[src/rtl/karatsuba_mul_sequencer_if.sv]
// Operand and product handshake bundle between a client and karatsuba_mul_sequencer.
// The client side is the master; the sequencer is the slave.
interface karatsuba_mul_sequencer_if #(
    parameter int W = 32
);
    logic             in_valid;
    logic             in_ready;
    logic [W-1:0]     in_a;
    logic [W-1:0]     in_b;
    logic             out_valid;
    logic             out_ready;
    logic [2*W-1:0]   out_c;
    logic             out_err;

    modport master (
        output in_valid, in_a, in_b, out_ready,
        input  in_ready, out_valid, out_c, out_err
    );

    modport slave (
        input  in_valid, in_a, in_b, out_ready,
        output in_ready, out_valid, out_c, out_err
    );
endinterface

[src/rtl/karatsuba_mul_sequencer.sv]
// Sequencer for iterative_karatsuba_32_16: latches operands, pulses the multiplier clear,
// holds enable for MUL_CYCLES cycles, then captures and presents the product.
module karatsuba_mul_sequencer #(
    parameter int W          = 32,
    parameter int MUL_CYCLES = 6
) (
    input  logic                    i_clk,
    input  logic                    i_rst,
    karatsuba_mul_sequencer_if.slave bus,
    output logic                    o_busy,
    output logic                    o_mul_rst,
    output logic                    o_mul_en,
    output logic [W-1:0]            o_mul_a,
    output logic [W-1:0]            o_mul_b,
    input  logic [2*W-1:0]          i_mul_c,
    input  logic                    i_mul_done
);
    typedef enum logic [2:0] {
        S_IDLE,
        S_CLR,
        S_RUN,
        S_CAP,
        S_HOLD
    } state_t;

    localparam logic [7:0] LAST_CNT = 8'(MUL_CYCLES - 1);

    state_t           r_state;
    logic [7:0]       r_cnt;
    logic             r_busy;
    logic             r_mul_en;
    logic [W-1:0]     r_mul_a;
    logic [W-1:0]     r_mul_b;
    logic             r_out_valid;
    logic [2*W-1:0]   r_out_c;
    logic             r_out_err;

    logic             w_in_ready;
    logic             w_in_fire;
    logic             w_out_fire;

    // HOLD may accept new operands in the same edge as the product leaves.
    assign w_in_ready = ~i_rst & ((r_state == S_IDLE) |
                                  ((r_state == S_HOLD) & bus.out_ready));
    assign w_in_fire  = bus.in_valid & w_in_ready;
    assign w_out_fire = r_out_valid & bus.out_ready;

    assign bus.in_ready  = w_in_ready;
    assign bus.out_valid = r_out_valid;
    assign bus.out_c     = r_out_c;
    assign bus.out_err   = r_out_err;

    assign o_mul_rst = i_rst | (r_state == S_CLR);
    assign o_mul_en  = r_mul_en;
    assign o_mul_a   = r_mul_a;
    assign o_mul_b   = r_mul_b;
    assign o_busy    = r_busy;

    always_ff @(posedge i_clk or posedge i_rst) begin
        if (i_rst) begin
            r_state     <= S_IDLE;
            r_cnt       <= 8'd0;
            r_busy      <= 1'b0;
            r_mul_en    <= 1'b0;
            r_mul_a     <= '0;
            r_mul_b     <= '0;
            r_out_valid <= 1'b0;
            r_out_c     <= '0;
            r_out_err   <= 1'b0;
        end else begin
            case (r_state)
                S_IDLE: begin
                    if (w_in_fire) begin
                        r_mul_a <= bus.in_a;
                        r_mul_b <= bus.in_b;
                        r_busy  <= 1'b1;
                        r_state <= S_CLR;
                    end
                end
                S_CLR: begin
                    r_cnt    <= 8'd0;
                    r_mul_en <= 1'b1;
                    r_state  <= S_RUN;
                end
                S_RUN: begin
                    r_cnt <= r_cnt + 8'd1;
                    if (r_cnt == LAST_CNT) begin
                        r_mul_en <= 1'b0;
                        r_state  <= S_CAP;
                    end
                end
                S_CAP: begin
                    r_out_c     <= i_mul_c;
                    r_out_err   <= ~i_mul_done;
                    r_out_valid <= 1'b1;
                    r_state     <= S_HOLD;
                end
                S_HOLD: begin
                    if (w_out_fire) begin
                        r_out_valid <= 1'b0;
                        if (bus.in_valid) begin
                            r_mul_a <= bus.in_a;
                            r_mul_b <= bus.in_b;
                            r_state <= S_CLR;
                        end else begin
                            r_busy  <= 1'b0;
                            r_state <= S_IDLE;
                        end
                    end
                end
                default: begin
                    r_state <= S_IDLE;
                end
            endcase
        end
    end
endmodule

[src/flat_wrapper.sv]
// flat-port wrapper written by rule: the top's interface ports become plain ports
module karatsuba_mul_sequencer_flat 
#(
    parameter int W          = 32,
    parameter int MUL_CYCLES = 6
)
  (i_clk, i_rst, o_busy, o_mul_rst, o_mul_en, o_mul_a, o_mul_b, i_mul_c, i_mul_done, bus_in_valid, bus_in_a, bus_in_b, bus_out_ready, bus_in_ready, bus_out_valid, bus_out_c, bus_out_err);
  karatsuba_mul_sequencer_if #(.W(W)) bus_i ();
  input  logic i_clk;
  input  logic i_rst;
  output logic o_busy;
  output logic o_mul_rst;
  output logic o_mul_en;
  output logic [W-1:0] o_mul_a;
  output logic [W-1:0] o_mul_b;
  input  logic [2*W-1:0] i_mul_c;
  input  logic i_mul_done;
  input wire logic [$bits(bus_i.in_valid)-1:0] bus_in_valid;
  input wire logic [$bits(bus_i.in_a)-1:0] bus_in_a;
  input wire logic [$bits(bus_i.in_b)-1:0] bus_in_b;
  input wire logic [$bits(bus_i.out_ready)-1:0] bus_out_ready;
  output wire logic [$bits(bus_i.in_ready)-1:0] bus_in_ready;
  output wire logic [$bits(bus_i.out_valid)-1:0] bus_out_valid;
  output wire logic [$bits(bus_i.out_c)-1:0] bus_out_c;
  output wire logic [$bits(bus_i.out_err)-1:0] bus_out_err;
  assign bus_i.in_valid = bus_in_valid;
  assign bus_i.in_a = bus_in_a;
  assign bus_i.in_b = bus_in_b;
  assign bus_i.out_ready = bus_out_ready;
  assign bus_in_ready = bus_i.in_ready;
  assign bus_out_valid = bus_i.out_valid;
  assign bus_out_c = bus_i.out_c;
  assign bus_out_err = bus_i.out_err;
  karatsuba_mul_sequencer #(.W(W), .MUL_CYCLES(MUL_CYCLES)) u_core (.i_clk(i_clk), .i_rst(i_rst), .bus(bus_i), .o_busy(o_busy), .o_mul_rst(o_mul_rst), .o_mul_en(o_mul_en), .o_mul_a(o_mul_a), .o_mul_b(o_mul_b), .i_mul_c(i_mul_c), .i_mul_done(i_mul_done));
endmodule
[config.mk]
export PLATFORM = sky130hd
export DESIGN_NAME = karatsuba_mul_sequencer_flat
export DESIGN_NICKNAME = d
export VERILOG_FILES = /design/src/rtl/karatsuba_mul_sequencer_if.sv /design/src/rtl/karatsuba_mul_sequencer.sv /design/src/flat_wrapper.sv
export SDC_FILE = /design/constraint.sdc
export NUM_CORES = 1
export LEC_CHECK = 0
export BUFFER_PORTS_ARGS = -buffer_cell sky130_fd_sc_hd__buf_2
export CAP_MARGIN = 30
export CORE_MARGIN = 4
export CORE_UTILIZATION = 40
export DETAILED_ROUTE_END_ITERATION = 12
export PLACE_DENSITY = 0.75
export SYNTH_ARGS = -nofsm -noshare
export SYNTH_HDL_FRONTEND = slang
export SYNTH_SLANG_ARGS = --single-unit
[constraint.sdc]
create_clock -name i_clk -period 6.62 [get_ports i_clk]
set_input_delay 1.324 -clock i_clk [delete_from_list [all_inputs] [get_ports i_clk]]
set_output_delay 1.324 -clock i_clk [all_outputs]
set_load 0.01 [all_outputs]
==> results of run 1 <==
==> worst paths after layout <==
kind	to	cells past startpoint	slack [ns]
min	u_core.o_mul_b[6]	1	0.47
max reg2reg	u_core.o_mul_a[29]	4	4.46
max	o_mul_rst	4	3.11
min in group asynchronous	u_core.o_mul_a[13]	2	1.03
max in group asynchronous	u_core.r_cnt[6]	3	4.21
min reg2reg	u_core.o_mul_b[6]	1	0.47
==> area by class of cell <==
cell class              instances  area share
multi-input cells             188       0.245
inverters                       5     0.00311
well taps                     180      0.0295
repair buffers                269       0.180
clock inverters                 7      0.0151
clock buffers                  20      0.0597
flip-flops and latches        143       0.468
==> cell families after synthesis <==
group | Yosys count
flip-flops | 143
multiplexers | 135
AND/OR/NAND/NOR | 35
buffers and inverters | 24
AO/OA/AOI/OAI | 16
adder cells (fa/ha/maj) | 2
==> per-stage QoR <==
| stage | setup slack, ns | power (mW) | utilization | instance area [um2] |
|---|---|---|---|---|
| floorplan | 0.556 | 2.24 | - | 5620 |
| detailed placement | 3.06 | 2.83 | 0.510 | 7050 |
| global placement | 3.06 | 2.77 | 0.510 | 7050 |
| CTS | 3.05 | 3.78 | 0.551 | 7620 |
| global route | 2.95 | 3.96 | 0.553 | 7640 |
| finish | 3.11 | 3.72 | 0.553 | 7640 |
==> where the power goes <==
group	switching, mW	total, mW	internal, mW
clock	0.328	0.928	0.600
sequential	0.229	1.53	1.30
combinational	0.642	1.26	0.619
total	1.20	3.72	2.52
==> per-layer routing <==
layer	wire, um	share of wire	GRT usage
met1	4810	0.38	0.191
met5	0	0	0
met2	6740	0.53	0.278
met4	412	0.032	0.0820
met3	842	0.066	0.0417
==> flip-flops by register name, summed over array words and instances, names as in the netlist <==
register	flops
u_core.o_mul_b	32
u_core.r_state	3
u_core.bus.out_err	1
u_core.o_mul_en	1
u_core.bus.out_valid	1
u_core.o_busy	1
u_core.r_cnt	8
u_core.bus.out_c	64
u_core.o_mul_a	32
==> cells in the final DEF, fill, tap and decap left out, types with 2 or more instances in the layout <==
master / instances
buf_2: 266
dfrtp_1: 143
inv_1: 4
a21oi_1: 3
clkinv_2: 2
mux2i_1: 4
or3b_1: 2
clkbuf_16: 17
and3_1: 2
buf_4: 2
bufinv_16: 3
nand3_1: 7
nor2_1: 3
mux2_1: 129
nor3b_1: 2
nand2_1: 9
o21ai_1: 6
clkbuf_8: 2
ha_1: 2
clkinvlp_4: 2
==> impl_metrics.env, run 1 <==
export IMPL_grt_total_usage=0.163
export IMPL_rows=43
export IMPL_grt_ovfl_total=0
export IMPL_outcome="completed"
export IMPL_synth_top_area_cell="dfrtp_1"
export IMPL_synth_cell_types=36
export IMPL_slowest_delay_ns=0.45
export IMPL_n_fill_cell=1136
export IMPL_firstDrtPassIters=4
export IMPL_ys_top_cells_by_count="dfrtp_1, mux2_1, nand2_1"
export IMPL_grt_max_degree=76
export IMPL_clock_skew_final_ns=0.00602
export IMPL_initial_core_util=0.406
export IMPL_htreeDepth=4
export IMPL_synth_edf_count=0
export IMPL_synth_xor_area_share=0
export IMPL_hold_path_startpoint="u_core.o_mul_b[6]"
export IMPL_cts_root_buf="clkbuf_16"
export IMPL_place_congestion=0.805
export IMPL_synth_mux_area_frac=0.272
export IMPL_crit_buf_inv=3
export IMPL_drcViolationCount=0
export IMPL_fmax_mhz=285
export IMPL_crit_family="buffers and inverters"
export IMPL_postSynthAreaPerCell_um2=15.8
export IMPL_core_area_um2=13800
export IMPL_grt_pass1_vias=4158
export IMPL_nNetsFinal=759
export IMPL_cp_required_ns=5.30
export IMPL_drtIter0Drc=125
export IMPL_cp_end_kind="output pin"
export IMPL_synth_area_um2=5620
export IMPL_start_kind="input pin"
export IMPL_final_cells=812
export IMPL_worstSetupStartpoint="i_rst"
export IMPL_via_count=3866
export IMPL_clk_pin_slew_ns=0.05
export IMPL_tns_ns=0
export IMPL_crit_arrival_ns=2.18
export IMPL_ctsResizeCount=0
export IMPL_drive_above_1_share=0.478
export IMPL_crit_fanout=75
export IMPL_synth_warnings=0
export IMPL_ant_nets=0
export IMPL_max_vdd_ir_drop_mv=0.207
export IMPL_synth_most_common_cell="dfrtp_1"
export IMPL_cts_buffer_depth=2
export IMPL_hp_class="register to register"
export IMPL_leakage_nw=3.78
export IMPL_slew_viol_final=0
export IMPL_synth_top_area_frac=0.637
export IMPL_syn_nets=490
export IMPL_dieWidth_um=127
export IMPL_antenna_cells=0
export IMPL_worstMarginPinSlew_ns=0.892
export IMPL_grt_antenna_before_repair=0
export IMPL_multiInputGateArea_um2=1870
export IMPL_hold_buffers=0
export IMPL_cts_setup_buffers=0
export IMPL_syn2layout_area_growth_pct=36.0
export IMPL_grt_setup_unrepaired="no"
export IMPL_hold_violations=0
export IMPL_die_area_um2=16000
export IMPL_die_h_um=127
export IMPL_post_place_cells=784
export IMPL_async_flop_share=1.00
export IMPL_synth_top_family_by_area="multiplexers"
export IMPL_ys_seq_area_frac=0.637
export IMPL_cts_sinks=143
export IMPL_hold_slack_ns=0.474
export IMPL_yosys_top_cells_area="dfrtp_1, mux2_1, buf_6, mux2i_1, buf_4"
export IMPL_vias_per_cell=4.76
export IMPL_maxCapViolations=0
export IMPL_synth_simple_area_share=0.0385
export IMPL_maxSlewHeadroom=0.405
export IMPL_power_per_cell_area_nw_per_um2=487
export IMPL_clock_latency_ns=0.40
export IMPL_cts_tree="done"
export IMPL_setup_viol=0
export IMPL_reg2reg_from="u_core.r_state[2]"
export IMPL_routedWlPerCell_um=15.8
export IMPL_path_cells="buf_2 > inv_6 > nand2_1 > buf_2"
export IMPL_crit_top_cell="buf_2"
export IMPL_grt_pass1_wl_um=20800
export IMPL_fin_crit_ns=3.51
export IMPL_synthCells=355
export IMPL_io_buffer_count=266
export IMPL_synth_main_ff_cell="dfrtp_1"
export IMPL_seqCellArea_um2=3580
export IMPL_dp_hpwl_um=9680
export IMPL_ys_ff_latch=143
export IMPL_routed_wl_um=12800
export IMPL_cts_buffers=17
export IMPL_ios=267
export IMPL_layout_worst_path_cycle_share=0.530
export IMPL_synth_adder_area_share=0.00445
export IMPL_slowest_stage="inv_6"
export IMPL_critPathKind="input pin to output pin"
export IMPL_synth_compound_area_frac=0.0178
Note: power is estimated with default switching activity, not from simulation.
==> inputs of run 2 (changes only) <==
==> constraint.sdc (replaced) <==
create_clock -name i_clk -period 3.6 [get_ports i_clk]
set_input_delay 0.72 -clock i_clk [delete_from_list [all_inputs] [get_ports i_clk]]
set_output_delay 0.72 -clock i_clk [all_outputs]
set_load 0.01 [all_outputs]
==> run 2 against run 1 <==
  * Die area is the same
  * Via count grew 0.88%
  * Global-route usage shrank 0.27 points
  * Combinational power grew 85%
  * Sequential power grew 83%
  * Setup slack lost 2.0 ns
  * Non-clock buffer count grew 2
  * Largest cell class unchanged
  * Design area grew 0.65%
==> impl_metrics.env, run 2 (synthesized netlist as in run 1, its figures left out) <==
export IMPL_clock_skew_final_ns=0.00736
export IMPL_grt_pass1_vias=4196
export IMPL_slowest_stage="dfrtp_1"
export IMPL_seqPwrFrac=0.408
export IMPL_core_area_um2=13800
export IMPL_ctsResizeCount=0
export IMPL_firstDrtPassIters=4
export IMPL_pwr_share_comb=0.340
export IMPL_die_area_um2=16000
export IMPL_grt_max_degree=68
export IMPL_routed_wl_um=12600
export IMPL_layout_worst_path_cycle_share=0.682
export IMPL_crit_fanout=10
export IMPL_cp_required_ns=2.88
export IMPL_dieWidth_um=127
export IMPL_final_common_cell="buf_2"
export IMPL_crit_arrival_ns=1.73
export IMPL_die_h_um=127
export IMPL_switching_share=0.331
export IMPL_clk_pin_slew_ns=0.06
export IMPL_clock_latency_ns=0.41
export IMPL_grt_ovfl_total=0
export IMPL_slowest_delay_ns=0.55
export IMPL_cts_buffers=17
export IMPL_ios=267
export IMPL_hp_class="register to register"
export IMPL_cp_end_kind="output pin"
export IMPL_setup_slack_ns=1.15
export IMPL_fin_crit_ns=2.45
export IMPL_maxSlewHeadroom=0.552
export IMPL_p_int_mw=4.59
export IMPL_nNetsFinal=761
export IMPL_grt_pass1_wl_um=20500
export IMPL_holdPathStages=1
export IMPL_power_per_cell_area_nw_per_um2=891
export IMPL_routedWlPerCell_um=15.4
export IMPL_via_count=3900
export IMPL_htreeDepth=4
export IMPL_critPathKind="register to output pin"
export IMPL_largest_register_ffs=64
export IMPL_max_vdd_ir_drop_mv=0.410
export IMPL_cts_root_buf="clkbuf_16"
export IMPL_start_kind="register"
export IMPL_rows=43
export IMPL_path_cells="or3b_1 > nand2_1 > buf_2"
export IMPL_hold_violations=0
export IMPL_drtIter0Drc=82
export IMPL_leakage_nw=3.80
export IMPL_initial_core_util=0.406
export IMPL_drcViolationCount=0
export IMPL_utilization=0.557
export IMPL_cts_setup_buffers=0
export IMPL_cts_tree="done"
export IMPL_place_congestion=0.801
export IMPL_fmax_mhz=408
export IMPL_cts_sinks=143
export IMPL_n_fill_cell=1128
export IMPL_ant_nets=0
export IMPL_syn2layout_area_growth_pct=36.9
export IMPL_cts_buffer_depth=2
export IMPL_ff2ff_path_depth=4
export IMPL_io_buffer_count=266
export IMPL_dp_hpwl_um=9560
export IMPL_drive_above_1_share=0.485
export IMPL_grt_antenna_before_repair=0
export IMPL_p_switching_mw=2.27
export IMPL_worstMarginPinSlew_ns=0.672
export IMPL_slew_viol_final=0
export IMPL_grt_setup_unrepaired="no"
export IMPL_setup_viol=0
export IMPL_vias_per_cell=4.76
export IMPL_grt_total_usage=0.160
export IMPL_final_cell_mix="buf_2, dfrtp_1, mux2_1, clkbuf_16, nand2_1"
export IMPL_hold_buffers=0
export IMPL_pwr_share_clk=0.252
export IMPL_pre_cts_slack_ns=1.45
export IMPL_r2r_setup_slack_ns=1.79
export IMPL_antenna_cells=0
export IMPL_outcome="completed"
export IMPL_maxCapViolations=0
## run 2: final cells by class
| cell class | count | area [um2] | area share |
|---|---|---|---|
| well taps | 180 | 225 | 0.0293 |
| flip-flops and latches | 143 | 3580 | 0.465 |
| repair buffers | 271 | 1400 | 0.182 |
| clock buffers | 18 | 439 | 0.0571 |
| clock inverters | 14 | 156 | 0.0203 |
| multi-input cells | 188 | 1870 | 0.243 |
| inverters | 5 | 22.5 | 0.00293 |
## run 2: path summary, 6_finish.rpt
check                                    from                   end
setup / recovery            u_core.r_state[0]             o_mul_rst
hold / removal             u_core.o_mul_b[10]    u_core.o_mul_b[10]
setup reg to reg            u_core.r_state[2]    u_core.o_mul_b[14]
hold reg to reg            u_core.o_mul_b[10]    u_core.o_mul_b[10]
max in group asynchronous               i_rst  u_core.bus.out_c[54]
min in group asynchronous               i_rst     u_core.r_state[0]
## run 2: worst max-delay path, delay by kind of cell (launching register included)
| family | cells | cell delay, ns |
|---|---|---|
| DFF | 1 | 0.55 |
| and+or+nand+nor | 2 | 0.65 |
| buffers and inverters | 1 | 0.13 |
## run 2: through the flow
step | hold slack, ns | total power [mW] | setup TNS (ns) | cell area (um2) | cells
floorplan | 0.446 | 4.12 | -0.271 | 5620 | 355
global placement | 0.463 | 5.07 | 0 | 7070 | 786
detailed placement | 0.469 | 5.20 | 0 | 7070 | 786
CTS | 0.465 | 6.96 | 0 | 7670 | 818
global route | 0.482 | 7.31 | 0 | 7690 | 819
finish | 0.475 | 6.85 | 0 | 7690 | 819
## run 2: power groups by stage
stage	Sequential (mW)	Combinational, mW	Clock (mW)
floorplan	3.14	0.977	0
global placement	2.78	2.29	0
detailed placement	2.83	2.37	0
CTS	2.80	2.38	1.78
global route	2.90	2.55	1.86
finish	2.80	2.33	1.73
## run 2: metal layers
metal	global-route usage	part of all wire
met5	0	0
met4	0.0681	0.019
met3	0.0463	0.074
met1	0.190	0.39
met2	0.273	0.51
==> inputs of run 3 (changes only) <==
==> constraint.sdc (replaced) <==
create_clock -name i_clk -period 2.42 [get_ports i_clk]
set_input_delay 0.484 -clock i_clk [delete_from_list [all_inputs] [get_ports i_clk]]
set_output_delay 0.484 -clock i_clk [all_outputs]
set_load 0.01 [all_outputs]
==> run 3 against run 2 <==
  * Sequential power rose by 50%
  * Via count rose by 1.2%
  * First-iteration DRC count fell by 26%
  * Setup slack got worse by 0.96 ns
  * Register-to-register slack got worse by 1.4 ns
  * Die area did not move
  * Utilization rose by 1.1 points
  * Non-clock buffer count rose by 6
  * Total power rose by 56%
  * Clock power rose by 72%
  * Critical path depth did not move
  * Critical endpoint unchanged
  * Worst hold slack got worse by 0.22 ns
  * Critical path type unchanged
==> impl_metrics.env, run 3 (synthesized netlist as in run 1, its figures left out) <==
export IMPL_routedWlPerCell_um=15.8
export IMPL_setup_viol=0
export IMPL_dpl_instance_area_um2=7150
export IMPL_ctsResizeCount=0
export IMPL_post_place_cells=792
export IMPL_cp_end_kind="output pin"
export IMPL_crit_arrival_ns=1.75
export IMPL_fmax_mhz=448
export IMPL_p_switching_mw=3.39
export IMPL_cts_setup_buffers=0
export IMPL_grt_max_degree=73
export IMPL_htreeDepth=4
export IMPL_final_cell_mix="buf_2, dfrtp_1, mux2_1, clkbuf_16, nand2_1"
export IMPL_io_buffer_count=266
export IMPL_fin_crit_ns=2.23
export IMPL_drcViolationCount=0
export IMPL_grt_total_usage=0.163
export IMPL_cts_buffers=17
export IMPL_n_fill_cell=1151
export IMPL_largest_register_ffs=64
export IMPL_final_area_um2=7850
export IMPL_worstMarginPinSlew_ns=0.569
export IMPL_hold_violations=0
export IMPL_maxSlewHeadroom=0.619
export IMPL_grt_antenna_before_repair=0
export IMPL_cts_root_buf="clkbuf_16"
export IMPL_drtIter0Drc=61
export IMPL_via_count=3947
export IMPL_seqCellArea_um2=3580
export IMPL_power_per_cell_area_nw_per_um2=1360
export IMPL_drive_above_1_share=0.488
export IMPL_die_area_um2=16000
export IMPL_pwr_share_clk=0.279
export IMPL_seqPwrFrac=0.393
export IMPL_final_cells=825
export IMPL_layout_worst_path_cycle_share=0.923
export IMPL_p_int_mw=7.28
export IMPL_slew_viol_final=0
export IMPL_cp_required_ns=1.94
export IMPL_core_area_um2=13800
export IMPL_grt_pass1_vias=4207
export IMPL_utilization=0.568
export IMPL_hold_buffers=1
export IMPL_ant_nets=0
export IMPL_clk_pin_slew_ns=0.06
export IMPL_max_vdd_ir_drop_mv=0.564
export IMPL_vias_per_cell=4.78
export IMPL_routed_wl_um=13100
export IMPL_pwr_share_comb=0.328
export IMPL_grt_ovfl_total=0
export IMPL_crit_fanout=10
export IMPL_nNetsFinal=767
export IMPL_dp_hpwl_um=10000
export IMPL_rows=43
export IMPL_final_common_cell="buf_2"
export IMPL_firstDrtPassIters=4
export IMPL_syn2layout_area_growth_pct=39.7
export IMPL_place_congestion=0.818
export IMPL_cts_sinks=143
export IMPL_grt_setup_unrepaired="no"
export IMPL_antenna_cells=0
export IMPL_maxCapViolations=0
export IMPL_clock_skew_final_ns=0.00551
export IMPL_cts_tree="done"
export IMPL_initial_core_util=0.406
export IMPL_leakage_nw=3.88
export IMPL_clock_latency_ns=0.41
export IMPL_die_h_um=127
export IMPL_outcome="completed"
export IMPL_power_mw=10.7
export IMPL_critPathKind="register to output pin"
export IMPL_multiInputGateArea_um2=1870
export IMPL_cts_buffer_depth=2
export IMPL_switching_share=0.318
export IMPL_start_kind="register"
export IMPL_hp_class="input pin to register"
export IMPL_ios=267
export IMPL_dieWidth_um=127
export IMPL_grt_pass1_wl_um=20700
## run 3: changes by cell type in the layout (fill, tap and decap cells not counted), sizes merged
| cell | delta |
|---|---|
| buf | +5 |
| bufinv | +4 |
| clkbuf | +1 |
| clkinvlp | -1 |
| dlygate4sd3 | +1 |
| inv | -4 |
## run 3: final cells by class
cell class,instances,area share
clock buffers,19,0.0577
well taps,180,0.0287
multi-input cells,188,0.238
repair buffers,277,0.187
clock inverters,13,0.0300
flip-flops and latches,143,0.456
inverters,5,0.00287
## run 3: worst paths after layout
path | from | to | slack, ns | cells after the start
worst max register to register | u_core.r_state[2] | u_core.o_mul_b[4] | 0.42 | 4
worst min register to register | u_core.o_mul_a[28] | u_core.o_mul_a[28] | 0.48 | 1
worst max-delay path | u_core.r_state[0] | o_mul_rst | 0.19 | 3
max in group asynchronous | i_rst | u_core.bus.out_c[24] | 1.25 | 4
min in group asynchronous | i_rst | u_core.o_busy | 0.56 | 3
worst min-delay path | i_mul_done | u_core.bus.out_err | 0.26 | 2
## run 3: per-stage QoR
stage | TNS (ns) | hold WS, ns | setup slack (ns)
floorplan | -2.46 | 0.446 | -0.978
global placement | 0 | 0.433 | 0.449
detailed placement | 0 | 0.435 | 0.395
CTS | 0 | 0.234 | 0.170
global route | 0 | 0.243 | 0.0844
finish | 0 | 0.259 | 0.186
## run 3: per-layer routing
metal	share of wire	up-vias	global-route usage
met5	0	-	0
met2	0.53	156	0.288
li1	-	1815	-
met3	0.075	33	0.0531
met4	0.027	0	0.0744
met1	0.37	1943	0.178
## run 3: power by group through the flow
| stage | Clock [mW] | Combinational, mW | Sequential, mW |
|---|---|---|---|
| 3_5_place_dp | 0 | 3.58 | 4.23 |
| 3_3_place_gp | 0 | 3.45 | 4.14 |
| 5_1_grt | 3.15 | 3.82 | 4.34 |
| 2_1_floorplan | 0 | 1.45 | 4.68 |
| 4_1_cts | 3.06 | 3.59 | 4.20 |
| 6_report | 2.98 | 3.50 | 4.19 |
## run 3: critical path, cell delays in order (launching register included)
cell and delay (ns):
dfrtp_1 0.56, or3b_1 0.53, nand2_1 0.12, buf_2 0.13
